**config.mk**
```make
export PLATFORM = sky130hd
export DESIGN_NAME = mem_port_arbiter
export DESIGN_NICKNAME = d
export VERILOG_FILES = /design/src/rtl/mem_port_arbiter.sv
export SDC_FILE = /design/constraint.sdc
export NUM_CORES = 1
export LEC_CHECK = 0
export ABC_CLOCK_PERIOD_IN_PS = 4700
export CORE_AREA = 2 2 108 110
export DETAILED_ROUTE_END_ITERATION = 8
export DIE_AREA = 0 0 110 112
export PLACE_DENSITY_LB_ADDON = 0.2
export SLEW_MARGIN = 5
export SYNTH_ARGS = -nofsm -noshare
export SYNTH_HDL_FRONTEND = slang
export SYNTH_SLANG_ARGS = --single-unit
```
**constraint.sdc**
```tcl
create_clock -name clk -period 4.7 [get_ports clk]
set_input_delay 0.47 -clock clk [delete_from_list [all_inputs] [get_ports clk]]
set_output_delay 0.47 -clock clk [all_outputs]
set_load 0.02 [all_outputs]
```
**src/rtl/mem_port_arbiter.sv**
```systemverilog
// Single-port memory arbiter between instruction fetch and load/store.
// Data wins ties; a starvation counter forces fetch through eventually.
module mem_port_arbiter #(
    parameter int ADDR_W     = 32,
    parameter int DATA_W     = 32,
    parameter int READ_LAT   = 2,
    parameter int STARVE_MAX = 4
) (
    input  logic                clk,
    input  logic                rst_n,
    input  logic                if_req,
    input  logic [ADDR_W-1:0]   if_addr,
    output logic                if_gnt,
    output logic                if_rvalid,
    output logic [DATA_W-1:0]   if_rdata,
    input  logic                d_req,
    input  logic                d_we,
    input  logic [ADDR_W-1:0]   d_addr,
    input  logic [DATA_W-1:0]   d_wdata,
    input  logic [DATA_W/8-1:0] d_wmask,
    output logic                d_gnt,
    output logic                d_rvalid,
    output logic [DATA_W-1:0]   d_rdata,
    output logic                mem_en,
    output logic                mem_we,
    output logic [ADDR_W-1:0]   mem_addr,
    output logic [DATA_W-1:0]   mem_wdata,
    output logic [DATA_W/8-1:0] mem_wmask,
    input  logic [DATA_W-1:0]   mem_rdata,
    output logic                busy
);

    localparam int SW = $clog2(STARVE_MAX + 1);
    localparam logic [2:0]    LAT_INIT = 3'(READ_LAT - 1);
    localparam logic [SW-1:0] S_MAX    = SW'(STARVE_MAX);

    typedef enum logic { S_IDLE, S_WAIT } state_t;
    typedef enum logic { OWN_IF, OWN_D } owner_t;

    state_t        r_state;
    owner_t        r_owner;
    logic [2:0]    r_lat_cnt;
    logic [SW-1:0] r_starve_cnt;

    state_t        w_state_nxt;
    owner_t        w_owner_nxt;
    logic [2:0]    w_lat_nxt;
    logic [SW-1:0] w_starve_nxt;
    logic          w_ret;
    logic          w_opp;
    logic          w_d_win;
    logic          w_gnt_d;
    logic          w_gnt_if;

    // State, latency, owner and starvation registers
    always_ff @(posedge clk) begin
        if (!rst_n) begin
            r_state      <= S_IDLE;
            r_owner      <= OWN_IF;
            r_lat_cnt    <= '0;
            r_starve_cnt <= '0;
        end else begin
            r_state      <= w_state_nxt;
            r_owner      <= w_owner_nxt;
            r_lat_cnt    <= w_lat_nxt;
            r_starve_cnt <= w_starve_nxt;
        end
    end

    // Grant selection, read tracking and starvation bookkeeping
    always_comb begin
        w_state_nxt  = r_state;
        w_owner_nxt  = r_owner;
        w_lat_nxt    = r_lat_cnt;
        w_starve_nxt = r_starve_cnt;

        // A return cycle doubles as a grant opportunity
        w_ret    = (r_state == S_WAIT) && (r_lat_cnt == 3'd0);
        w_opp    = rst_n && ((r_state == S_IDLE) || w_ret);
        w_d_win  = d_req && !(if_req && (r_starve_cnt == S_MAX));
        w_gnt_d  = w_opp && w_d_win;
        w_gnt_if = w_opp && if_req && !w_d_win;

        if ((r_state == S_WAIT) && (r_lat_cnt != 3'd0)) begin
            w_lat_nxt = r_lat_cnt - 3'd1;
        end
        if (w_ret) begin
            w_state_nxt = S_IDLE;
        end
        // Writes finish in the grant cycle; only reads open a wait window
        if (w_gnt_if || (w_gnt_d && !d_we)) begin
            w_state_nxt = S_WAIT;
            w_lat_nxt   = LAT_INIT;
            w_owner_nxt = w_gnt_d ? OWN_D : OWN_IF;
        end

        if (!if_req || w_gnt_if) begin
            w_starve_nxt = '0;
        end else if (w_gnt_d && (r_starve_cnt != S_MAX)) begin
            w_starve_nxt = r_starve_cnt + 1'b1;
        end
    end

    assign if_gnt    = w_gnt_if;
    assign d_gnt     = w_gnt_d;
    assign mem_en    = w_gnt_if || w_gnt_d;
    assign mem_we    = w_gnt_d && d_we;
    assign mem_addr  = w_gnt_d ? d_addr : (w_gnt_if ? if_addr : '0);
    assign mem_wdata = w_gnt_d ? d_wdata : '0;
    assign mem_wmask = w_gnt_d ? d_wmask : '0;

    assign if_rvalid = w_ret && (r_owner == OWN_IF);
    assign d_rvalid  = w_ret && (r_owner == OWN_D);
    assign if_rdata  = mem_rdata;
    assign d_rdata   = mem_rdata;
    assign busy      = (r_state == S_WAIT);

endmodule

```
==> qor.tcl, run 1 <==
set qor(fin_ws_ps) 1260
set qor(buffer_ports.inserted) 179
set qor(grt_pass1_wl_mm) 11.7
set qor(yosys_register_bits) 8
set qor(synth.area.mux_share_pct) 0
set qor(async_reset_ff_share_pct) 0
set qor(report.final.slew_viol_count) 0
set qor(synthSimpleGateAreaFrac_pct) 30.9
set qor(htreeDepth) 1
set qor(proportion_of_synthesized_chip_area_in_sequential_cells_pct) 7.45
set qor(route.detailed.drc) 0
set qor(fin_tns_setup_ps) 0
set qor(hpwlAfterDp_mm) 6.01
set qor(worst_ep_required_time_ps) 4230
set qor(postCtsSetupBuffers) 0
set qor(synthXorXnorAreaFrac_pct) 0
set qor(post-route-period-util_pct) 73.3
set qor(fp-row-count) 39
set qor(synthesis.area_per_instance_um2) 6.59
set qor(tightestPinTransition_ps) 732
set qor(cts_hold_buffers) 0
set qor(tritoncts_clock_tree) {done}
set qor(ys.flop_type) {sky130_fd_sc_hd__dfxtp_1}
set qor(flow.area_growth_from_synthesis_pct) 65.2
set qor(grt_start_max_net_pins) 54
set qor(drtPass1Iterations) 4
set qor(crit_path_max_incr_delay_ps) 630
set qor(detail_route.wirelength_mm) 7.96
set qor(postSynthCellCount) 326
set qor(main_combinational_cell_family_by_area_after_synthesis) {buffers and inverters}
set qor(timing.setup.critical_path_class) {input port to output port}
set qor(io_pins) 276
set qor(critical_path_arrival_ps) 2970
set qor(critical_path_peak_fanout) 33
set qor(max-clock-path-buffers) 2
set qor(clock_tree.root_cell) {sky130_fd_sc_hd__clkbuf_16}
set qor(postLayoutCellArea_um2) 3550
set qor(cts_buffers) 3
set qor(timing.hold.ws_ps) 499
set qor(grtUsageTotal_pct) 11.7
set qor(synth-edff-count) 0
set qor(multi_input_comb_area_um2) 1280
set qor(vias_in_the_first_global_route) 2418
set qor(worstSkewPairLatency_ps) 230
set qor(clkSlewWorstSetupHoldPaths_ps) 40
set qor(critPathCaptureType) {output port}
set qor(initial_antenna_violation_count) 0
set qor(die_w_um) 110
set qor(rsz_0062_raised_after_global_routing) {false}
set qor(layout.area.seq_um2) 160
set qor(detail_route.iter0.violations) 107
set qor(total_leakage_power_nw) 1.44
set qor(critical_path.most_common_cell) {sky130_fd_sc_hd__clkdlybuf4s50_1}
set qor(nets) 559
set qor(detailed_place.area_um2) 3470
set qor(power_per_cell_area_nw_per_um2) 149
set qor(skew_final_ps) 1.77
set qor(nFillCells) 1195
set qor(total_power_w) 0.000528
set qor(post_cts.resized_instances) 0
set qor(ys_warn_count) 0
set qor(mappedNetlistNets) 467
set qor(timing.max_slew.rel_slack_pct) 51.1
set qor(netlist_area_um2) 2150
set qor(dieHeight_um) 112
set qor(final_common_cell) {sky130_fd_sc_hd__clkdlybuf4s50_1}
set qor(cts.sink_count) 8
set qor(share_of_final_layout_standard_cells_stronger_than_drive_strength_1_pct) 6.73
set qor(finalCriticalPeriod_ps) 3440
set qor(routed_via_density) 4.57
set qor(outcome) {completed}
set qor(crit_path_start_kind) {input port}
set qor(gp_congestion) 0.754
set qor(number_of_max_capacitance_violations_reported) 0
set qor(antenna_viol_nets_final) 0
set qor(largest_voltage_drop_on_the_vdd_net_mv) 0.0928
set qor(num_vias) 2555
set qor(unique_cell_type_count_in_the_yosys_netlist) 34
set qor(synthAdderAreaFrac_pct) 2.33
set qor(reg2reg_slack_ps) 3140
set qor(globalRoute.totalOverflow) 0
set qor(insertedDiodeCount) 0
set qor(max_stage_delay_cell_worst_path) {sky130_fd_sc_hd__clkdlybuf4s50_1}
set qor(maxClockFrequency_mhz) 290
set qor(floorplan.initialDensity_pct) 19.2
set qor(core_region_area_um2) 11200
set qor(place_ws_ps) 1250
set qor(cp_cell_sequence) {clkdlybuf4s50_1 > nand3_2 > buf_4 > a21o_1 > a21oi_1 > clkdlybuf4s50_1}
set qor(layout.cells.most_common_list) {178 x sky130_fd_sc_hd__clkdlybuf4s50_1, 37 x sky130_fd_sc_hd__nand2_1, 36 x sky130_fd_sc_hd__a21oi_1}
set qor(fp.dieArea_um2) 12300
set qor(wire_per_inst_um) 14.2
set qor(hp-class) {register to register}
set qor(report.final.setup_viol) 0
set qor(synth_area_in_compound_gates_pct) 26.2
set qor(hold_viol) 0
==> cell families after synthesis <==
logic type | count (synthesis)
AND/OR/NAND/NOR | 126
flip-flops | 8
AO/OA/AOI/OAI | 83
buffers and inverters | 105
adder cells (fa/ha/maj) | 4
==> synthesized netlist by cell type, types with 3 or more instances <==
| master | instances | area, um^2 |
|---|---|---|
| sky130_fd_sc_hd__a21o_1 | 32 | 240 |
| sky130_fd_sc_hd__a21oi_1 | 36 | 180 |
| sky130_fd_sc_hd__and3_1 | 31 | 194 |
| sky130_fd_sc_hd__and3_2 | 8 | 60.1 |
| sky130_fd_sc_hd__buf_2 | 11 | 55.1 |
| sky130_fd_sc_hd__buf_4 | 69 | 518 |
| sky130_fd_sc_hd__buf_6 | 3 | 33.8 |
| sky130_fd_sc_hd__clkbuf_1 | 11 | 41.3 |
| sky130_fd_sc_hd__dfxtp_1 | 8 | 160 |
| sky130_fd_sc_hd__ha_1 | 4 | 50.1 |
| sky130_fd_sc_hd__inv_1 | 8 | 30.0 |
| sky130_fd_sc_hd__nand2_1 | 37 | 139 |
| sky130_fd_sc_hd__nand3_1 | 36 | 180 |
| sky130_fd_sc_hd__nor2_1 | 4 | 15.0 |
==> final cells by class <==
class	count	share of cell area [%]
Tap cell	143	5.04
Clock buffer	3	2.12
Multi-Input combinational cell	213	36.1
Inverter	8	0.846
Timing Repair Buffer	184	51.4
Sequential cell	8	4.51
==> power breakdown <==
group          internal [W]  switching [W]
logic              0.000170       0.000137
registers         0.0000718     0.00000440
clock network      0.000110      0.0000343
==> worst max-delay path, delay by kind of cell <==
| kind | cells | cell delay [ps] |
|---|---|---|
| and+or+nand+nor | 1 | 520 |
| AOI/OAI and AO/OA | 2 | 360 |
| buffers and inverters | 3 | 1590 |
==> final timing paths <==
| check | startpoint | end | depth (start not counted) |
|---|---|---|---|
| max | if_req | mem_addr[7] | 6 |
| max reg2reg | r_lat_cnt[0] | r_starve_cnt[2] | 5 |
| min | r_starve_cnt[1] | r_starve_cnt[1] | 2 |
| min reg2reg | r_starve_cnt[1] | r_starve_cnt[1] | 2 |
==> flip-flops by register name, summed over array words and instances (netlist names) <==
name          cells
r_lat_cnt         3
r_starve_cnt      3
busy              1
r_owner           1
==> metal layers <==
metal	share of wire, %	track usage (%)	up-vias
met5	0	0	-
met4	1.5	3.12	0
met3	12	2.93	17
met2	50	22.6	178
met1	37	12.2	1125
li1	-	-	1235
==> per-stage QoR <==
stage          cells  utilization (%)
2_1_floorplan    326                -
3_3_place_gp     556             31.1
3_5_place_dp     556             31.1
4_1_cts          559             31.8
5_1_grt          559             31.8
6_report         559             31.8
(Power assumes the default switching activity.)
==> inputs of run 2 (changes only) <==
--- a/config.mk
+++ b/config.mk
@@ -5,10 +5,10 @@
 export SDC_FILE = /design/constraint.sdc
 export NUM_CORES = 1
 export LEC_CHECK = 0
-export ABC_CLOCK_PERIOD_IN_PS = 4700
-export CORE_AREA = 2 2 108 110
+export ABC_CLOCK_PERIOD_IN_PS = 3300
+export CORE_AREA = 2 2 106 108
 export DETAILED_ROUTE_END_ITERATION = 8
-export DIE_AREA = 0 0 110 112
+export DIE_AREA = 0 0 108 110
 export PLACE_DENSITY_LB_ADDON = 0.2
 export SLEW_MARGIN = 5
 export SYNTH_ARGS = -nofsm -noshare
==> constraint.sdc (replaced) <==
create_clock -name clk -period 3.3 [get_ports clk]
set_input_delay 0.33 -clock clk [delete_from_list [all_inputs] [get_ports clk]]
set_output_delay 0.33 -clock clk [all_outputs]
set_load 0.02 [all_outputs]
==> qor.tcl, run 2 (synthesis gave the netlist of run 1 again) <==
set qor(critical_path_arrival_ps) 2520 ;# -450 ps
set qor(clkSlewWorstSetupHoldPaths_ps) 40 ;# about the same
set qor(timing.max_slew.rel_slack_pct) 65.8 ;# +15 points
set qor(grt_pass1_wl_mm) 10.8 ;# -7.8%
set qor(route.detailed.drc) 0 ;# unchanged
set qor(max-clock-path-buffers) 2 ;# unchanged
set qor(post-route-period-util_pct) 86.3
set qor(num_vias) 2496 ;# -2.3%
set qor(floorplan.initialDensity_pct) 20.1 ;# +0.86 points
set qor(hpwlAfterDp_mm) 5.69 ;# -5.5%
set qor(tritoncts_clock_tree) {done}
set qor(number_of_max_capacitance_violations_reported) 0 ;# unchanged
set qor(share_of_final_layout_standard_cells_stronger_than_drive_strength_1_pct) 6.95 ;# +0.22 points
set qor(grtUsageTotal_pct) 11.2 ;# -0.45 points
set qor(antenna_viol_nets_final) 0 ;# unchanged
set qor(cts_hold_buffers) 0 ;# unchanged
set qor(rsz_0062_raised_after_global_routing) {false}
set qor(insertedDiodeCount) 0 ;# unchanged
set qor(detail_route.wirelength_mm) 7.39 ;# -7.2%
set qor(postCtsSetupBuffers) 0 ;# unchanged
set qor(post_cts.resized_instances) 0 ;# unchanged
set qor(postLayoutCellArea_um2) 3530 ;# -0.49%
set qor(tightestPinTransition_ps) 513 ;# -219 ps
set qor(gp_congestion) 0.782 ;# +3.7%
set qor(nFillCells) 1163 ;# -2.7%
set qor(final_core_util_pct) 33.0 ;# +1.3 points
set qor(clock_tree.root_cell) {sky130_fd_sc_hd__clkbuf_8}
set qor(fin_tns_setup_ps) 0 ;# unchanged
set qor(flow.area_growth_from_synthesis_pct) 64.4
set qor(dieHeight_um) 110 ;# -1.8%
set qor(drtPass1Iterations) 4 ;# unchanged
set qor(reg2reg_slack_ps) 1800 ;# -1340 ps
set qor(hold_viol) 0 ;# unchanged
set qor(fp.dieArea_um2) 11900 ;# -3.6%
set qor(total_leakage_power_nw) 1.44 ;# -0.23%
set qor(total_power_w) 0.000667 ;# +26%
set qor(core_region_area_um2) 10700 ;# -4.3%
set qor(critPathCaptureType) {output port}
set qor(routed_via_density) 4.48 ;# -2.0%
set qor(outcome) {completed}
set qor(crit_path_start_kind) {register}
set qor(worstSkewPairLatency_ps) 230 ;# about the same
set qor(worst_ep_required_time_ps) 2970 ;# -1260 ps
set qor(globalRoute.totalOverflow) 0 ;# unchanged
set qor(layout_top_registers) {r_lat_cnt x3, r_starve_cnt x3}
set qor(grt_start_max_net_pins) 54 ;# unchanged
set qor(final_common_cell) {sky130_fd_sc_hd__clkdlybuf4s50_1}
set qor(skew_final_ps) 2.64 ;# +0.872 ps
set qor(htreeDepth) 1 ;# unchanged
set qor(hp-class) {register to register}
set qor(finalCriticalPeriod_ps) 2850
set qor(critical_path_peak_fanout) 49 ;# +48%
set qor(timing.setup.critical_path_class) {register to output port}
set qor(buffer_ports.inserted) 179 ;# unchanged
set qor(maxClockFrequency_mhz) 351
set qor(largest_voltage_drop_on_the_vdd_net_mv) 0.0680 ;# -27%
set qor(detailed_place.area_um2) 3490 ;# +0.47%
set qor(initial_antenna_violation_count) 0 ;# unchanged
set qor(report.final.slew_viol_count) 0 ;# unchanged
set qor(cts_buffers) 3 ;# unchanged
set qor(io_pins) 276 ;# unchanged
set qor(timing.hold.ws_ps) 501 ;# +1.32 ps
set qor(nets) 560 ;# +0.18%
set qor(detail_route.iter0.violations) 108 ;# +0.93%
set qor(vias_in_the_first_global_route) 2271 ;# -6.1%
set qor(report.final.setup_viol) 0 ;# unchanged
set qor(cts.sink_count) 8 ;# unchanged
set qor(power_per_cell_area_nw_per_um2) 189 ;# +27%
set qor(fp-row-count) 38 ;# -2.6%
set qor(layout.cells.most_common_list) {178 x sky130_fd_sc_hd__clkdlybuf4s50_1, 37 x sky130_fd_sc_hd__nand2_1, 36 x sky130_fd_sc_hd__a21oi_1}
set qor(die_w_um) 108 ;# -1.8%
set qor(wire_per_inst_um) 13.3 ;# -6.9%
## run 2: changes by cell type in the layout (fill, tap and decap cells not counted)
cell	change
sky130_fd_sc_hd__buf_12	+1
sky130_fd_sc_hd__clkbuf_16	-3
sky130_fd_sc_hd__clkbuf_8	+3
## run 2: power breakdown
part	total, W	internal (W)	switching [W]
logic	0.000437	0.000245	0.000192
clock network	0.000122	0.0000794	0.0000425
registers	0.000108	0.000102	0.00000616
## run 2: cell type report
cell class	instances	area, um^2	share of cell area [%]
Clock buffer	3	41.3	1.17
Sequential cell	8	160	4.54
Multi-Input combinational cell	213	1280	36.3
Tap cell	140	175	4.96
Timing Repair Buffer	185	1840	52.2
Inverter	8	30.0	0.850
## run 2: path summary, 6_finish.rpt
check                                      from         endpoint  depth (start not counted)
worst min-delay path               r_lat_cnt[1]     r_lat_cnt[1]                          2
worst min register to register     r_lat_cnt[1]     r_lat_cnt[1]                          2
worst max register to register     r_lat_cnt[0]  r_starve_cnt[2]                          5
worst max-delay path            r_starve_cnt[0]     mem_addr[21]                          7
## run 2: worst max-delay path, stage by stage, from the launching register on
cell,delay (ps)
sky130_fd_sc_hd__dfxtp_1,330
sky130_fd_sc_hd__inv_1,70
sky130_fd_sc_hd__ha_1,240
sky130_fd_sc_hd__nand3_2,330
sky130_fd_sc_hd__buf_12,310
sky130_fd_sc_hd__a21o_1,200
sky130_fd_sc_hd__a21oi_1,160
sky130_fd_sc_hd__clkdlybuf4s50_1,630
## run 2: per-layer routing
| metal | wire, um | track usage [%] | up-vias | part of all wire (%) |
|---|---|---|---|---|
| met5 | 0 | 0 | - | 0 |
| met4 | 269 | 5.86 | 0 | 3.6 |
| met3 | 834 | 3.23 | 31 | 11 |
| met2 | 3570 | 20.1 | 148 | 48 |
| met1 | 2720 | 12.0 | 1074 | 37 |
| li1 | - | - | 1243 | - |
## run 2: through the flow
step / cells / setup slack (ps)
5_1_grt: 557 / 307
4_1_cts: 557 / 445
6_report: 557 / 451
2_1_floorplan: 326 / 1360
3_3_place_gp: 554 / 531
3_5_place_dp: 554 / 545
